[src/rtl/bidir_bus_pkg.sv]
// Shared types and helpers for the bidir_io half-duplex transaction controller.
package bidir_bus_pkg;

    typedef enum logic [1:0] {
        IDLE,
        DRIVE,
        SAMPLE,
        TURN
    } state_t;

    // Counter width large enough to hold the largest (N-1) cycle load.
    function automatic int cnt_w(input int drive_cyc, input int sample_dly, input int turn_cyc);
        int m;
        m = drive_cyc;
        if (sample_dly > m) m = sample_dly;
        if (turn_cyc > m) m = turn_cyc;
        return $clog2(m) + 1;
    endfunction

endpackage

[src/rtl/bidir_sync.sv]
// WIDTH-wide two-flop synchroniser for the asynchronous pad readback.
module bidir_sync #(
    parameter int WIDTH = 8
) (
    input  logic             clk,
    input  logic             rst_n,
    input  logic [WIDTH-1:0] d,
    output logic [WIDTH-1:0] q
);

    logic [WIDTH-1:0] meta;

    always_ff @(posedge clk or negedge rst_n) begin
        if (!rst_n) begin
            meta <= '0;
            q    <= '0;
        end else begin
            meta <= d;
            q    <= meta;
        end
    end

endmodule

[src/rtl/bidir_bus_ctrl.sv]
// Half-duplex transaction controller driving the bidir_io pad t/i and sampling o.
// Optional pad-loopback contention check enabled by defining BIDIR_BUS_CONTENTION_CHK_EN.
module bidir_bus_ctrl
    import bidir_bus_pkg::*;
#(
    parameter int WIDTH      = 8,
    parameter int DRIVE_CYC  = 2,
    parameter int SAMPLE_DLY = 3,
    parameter int TURN_CYC   = 1
) (
    input  logic             clk,
    input  logic             rst_n,
    input  logic             req_valid,
    output logic             req_ready,
    input  logic             req_wr,
    input  logic [WIDTH-1:0] req_wdata,
    output logic             rsp_valid,
    output logic [WIDTH-1:0] rsp_rdata,
    output logic             busy,
    output logic             io_t,
    output logic [WIDTH-1:0] io_i,
    input  logic [WIDTH-1:0] io_o,
    input  logic             err_clr,
    output logic             err
);

    localparam int CW = cnt_w(DRIVE_CYC, SAMPLE_DLY, TURN_CYC);

    state_t           state;
    logic [CW-1:0]    cnt;
    logic [WIDTH-1:0] io_sync;

    bidir_sync #(.WIDTH(WIDTH)) u_sync (
        .clk   (clk),
        .rst_n (rst_n),
        .d     (io_o),
        .q     (io_sync)
    );

    assign req_ready = (state == IDLE);
    assign busy      = ~req_ready;

    // NOTE: every register here uses <= so all branches see pre-edge values of state/cnt.
    always_ff @(posedge clk or negedge rst_n) begin
        if (!rst_n) begin
            state     <= IDLE;
            cnt       <= '0;
            io_t      <= 1'b0;
            io_i      <= '0;
            rsp_valid <= 1'b0;
            rsp_rdata <= '0;
        end else begin
            rsp_valid <= 1'b0;
            case (state)
                IDLE: begin
                    if (req_valid) begin
                        if (req_wr) begin
                            state <= DRIVE;
                            cnt   <= CW'(DRIVE_CYC - 1);
                            io_t  <= 1'b1;
                            io_i  <= req_wdata;
                        end else begin
                            state <= SAMPLE;
                            cnt   <= CW'(SAMPLE_DLY - 1);
                        end
                    end
                end
                DRIVE: begin
                    if (cnt == '0) begin
                        state     <= TURN;
                        cnt       <= CW'(TURN_CYC - 1);
                        io_t      <= 1'b0;
                        io_i      <= '0;
                        rsp_valid <= 1'b1;
                        rsp_rdata <= '0;
                    end else begin
                        cnt <= cnt - CW'(1);
                    end
                end
                SAMPLE: begin
                    // Pad stays released; capture the synchronised value on the last cycle.
                    if (cnt == '0) begin
                        state     <= TURN;
                        cnt       <= CW'(TURN_CYC - 1);
                        rsp_valid <= 1'b1;
                        rsp_rdata <= io_sync;
                    end else begin
                        cnt <= cnt - CW'(1);
                    end
                end
                TURN: begin
                    if (cnt == '0) begin
                        state <= IDLE;
                    end else begin
                        cnt <= cnt - CW'(1);
                    end
                end
                default: state <= IDLE;
            endcase
        end
    end

`ifdef BIDIR_BUS_CONTENTION_CHK_EN
    logic mismatch;

    // Loopback compare in the last driven cycle; a new mismatch overrides a clear.
    assign mismatch = (state == DRIVE) && (cnt == '0) && (io_o != io_i);

    always_ff @(posedge clk or negedge rst_n) begin
        if (!rst_n) begin
            err <= 1'b0;
        end else begin
            err <= mismatch | (err & ~err_clr);
        end
    end
`else
    logic unused_err_clr;

    assign unused_err_clr = err_clr;
    assign err            = 1'b0;
`endif

endmodule

[config.mk]
export PLATFORM = sky130hd
export DESIGN_NAME = bidir_bus_ctrl
export DESIGN_NICKNAME = d
export VERILOG_FILES = /design/src/rtl/bidir_bus_pkg.sv /design/src/rtl/bidir_sync.sv /design/src/rtl/bidir_bus_ctrl.sv
export SDC_FILE = /design/constraint.sdc
export NUM_CORES = 1
export LEC_CHECK = 0
export CORE_MARGIN = 2
export CORE_UTILIZATION = 50
export CTS_CLUSTER_SIZE = 40
export DETAILED_ROUTE_END_ITERATION = 10
export PLACE_DENSITY_LB_ADDON = 0.25
export SLEW_MARGIN = 20
export SYNTH_ARGS = -nofsm -noshare
export SYNTH_HDL_FRONTEND = slang
export SYNTH_SLANG_ARGS = --single-unit
export TNS_END_PERCENT = 10
[constraint.sdc]
create_clock -name clk -period 3.85 [get_ports clk]
set_clock_uncertainty 0.05 [all_clocks]
set_input_delay 0.77 -clock clk [delete_from_list [all_inputs] [get_ports clk]]
set_output_delay 0.77 -clock clk [all_outputs]
set_load 0.03 [all_outputs]
==> reports/qor.txt <==
Routed wire length: 2.72 mm
Mapped cell area: 1500 um^2
Area grow syn2layout: 32.7%
Synth area leaders: dfrtp_1, mux2_2, ha_1, a22o_1, nor2b_1
Row count: 19
Die Wd: 58.8 um
Critical Path RT: 3.03 ns
Antenna diodes: 0
Most used flip-flop cell after synthesis: dfrtp_1
Power Dens Cells: 848 nW/um^2
Starting density of the core: 53.4%
Worst slew pin tran: 0.825 ns
RSZ-0062 raised after global routing: false
Initial DRC count: 14
Clock buffer depth: 2
Worst hold start: u_sync.meta[7]
WP data arrival: 1.98 ns
Post-CTS setup buffer count: 0
Vias in the first global route: 1050
Overall power: 1.69 mW
Crit-path max FO: 8
Synthesis Warnings: 0
Clk pin slew, worst setup/hold paths: 0.12 ns
H-Tree Depth: 2
Top-level I/O count: 42
Final hold violations: 0
Drt pass-1 iters: 7
Nets: 180
Max cap viols: 0
Mean post-synth cell area: 13.6 um^2
Pin count of the biggest net entering global routing: 40
Hold depth: 0
# hold bufs at CTS: 0
GRT overflow: 0
Type of the worst setup path: flop to primary output
Final Util: 70.9%
Clock root buffer: clkbuf_4
Cell with the most instances after synthesis: dfrtp_1
Crit. End Element: primary output
IO Port Bufs: 39
Clock Latency Late Sink: 0.34 ns
Min-Delay Path Class: flop to flop
DP HPWL: 1.93 mm
TritonCTS clock tree: yes
Slew headroom: 45.0%
Drt via density: 5.41
Final routed DRC violation total: 1
Placed cells: 177
CTS Buf Count: 5
Post-layout min period: 2.80 ns
Core footprint: 2810 um^2
Global placement routability congestion: 0.732
CTS Sinks: 39
Reg2reg path depth: 5
Seq/Total Area, Yosys: 65.1%
Worst setup SP type: flop
Max Clk Rate: 357 MHz
Violated checks: design-rule violations
Syn Inst Count: 110
Tot GR Track Use: 18.3%
Layout cells sized above 1: 12.3%
Antenna violation net count after detailed routing: 0
Top cell type's share of synthesized area: 65.1%
Post-Layout Cell Count: 185
CTS resizes: 0
Top cells by count, synth: dfrtp_1, nor2b_1, a22o_1, mux2_2
LEAKAGE: 0.907 nW
Post-synth EDFFs: 0
Worst Setup SP: state[0]
Distinct cells, synth: 27
Post-synthesis register bit count: 39
Status: complete, but fails checks
Chip height: 58.8 um
Setup TNS: 0 ns
R2R Path Start: state[1]
Die ar.: 3450 um^2
First-pass GRT wire length: 4.51 mm
Max Slew Vio Count: 0
Async S/R FF share, synth: 100%
Via Count: 1001
Final Cycle Share: 72.8%
Routed len/inst: 14.7 um
Initial antenna violation count: 0
Endpoints failing setup: 0
Biggest area consumer among synthesized cells: dfrtp_1
WHS: 0.311 ns
Fill cell count: 205
Synth Net Count: 137
Peak supply drop: 560 uV
## area by class of cell
class	count	area, um^2	area share [%]
repair buffers	39	385	19.4
inverters	6	22.5	1.13
flip-flops and latches	39	976	49.1
clock buffers	5	37.5	1.89
well taps	31	38.8	1.95
clock inverters	3	43.8	2.20
multi-input cells	62	485	24.4
## where the power goes
| part | leakage, nW | switching (mW) | internal, mW |
|---|---|---|---|
| Clock | 0.0452 | 0.136 | 0.137 |
| Sequential | 0.478 | 0.0589 | 0.519 |
| Combinational | 0.383 | 0.464 | 0.372 |
## logic make-up (layout without fill, tap and decap cells)
group | Yosys count | count (layout) | synth area share, %
flip-flops | 39 | 39 | 65.1
AO/OA/AOI/OAI | 19 | 19 | 9.77
adder cells (fa/ha/maj) | 6 | 6 | 5.01
buffers and inverters | 9 | 53 | 2.50
multiplexers | 10 | 10 | 7.35
other | 1 | 1 | 0.250
AND/OR/NAND/NOR | 26 | 26 | 10.0
## path summary, 6_finish.rpt
| check | to | slack (ns) |
|---|---|---|
| worst min-delay path | u_sync.q[7] | 0.31 |
| worst max-delay path | busy | 1.05 |
| worst min register to register | u_sync.q[7] | 0.31 |
| worst max register to register | io_i[7] | 1.86 |
| max in group asynchronous | rsp_rdata[0] | 2.77 |
| min in group asynchronous | cnt[1] | 0.45 |
## registers in the layout, summed over array words and instances, names as in the netlist
signal / cells
u_sync.q: 8
rsp_valid: 1
rsp_rdata: 8
cnt: 3
io_i: 8
io_t: 1
u_sync.meta: 8
state: 2
## metal layers
layer	vias up	routed length (um)	global-route usage [%]
met5	-	0	0
met4	0	86	10.7
met3	12	204	7.69
met2	35	1370	31.3
met1	496	1060	18.4
li1	458	-	-
## per-stage QoR
stage / cell area, um^2 / setup slack (ns)
after floorplan: 1500 / 1.81
after global placement: 1910 / 1.50
after detailed placement: 1910 / 1.45
after CTS: 1990 / 1.04
after global routing: 1990 / 0.985
final: 1990 / 1.05
## worst max-delay path: stages, from the launching register on
cell,delay (ns)
dfrtp_1,0.40
inv_1,0.09
ha_1,0.31
inv_1,0.16
clkdlybuf4s50_1,0.68
## placed cells by master, fill, tap and decap left out, types with 3 or more instances in the layout
cell type / instances
ha_1: 6
mux2_2: 8
nor2b_1: 10
nand2_1: 6
a22o_1: 8
clkbuf_4: 5
nor2_1: 3
o21ai_0: 3
inv_1: 6
clkdlybuf4s50_1: 38
dfrtp_1: 39
Power figures use the tool's default switching activity.
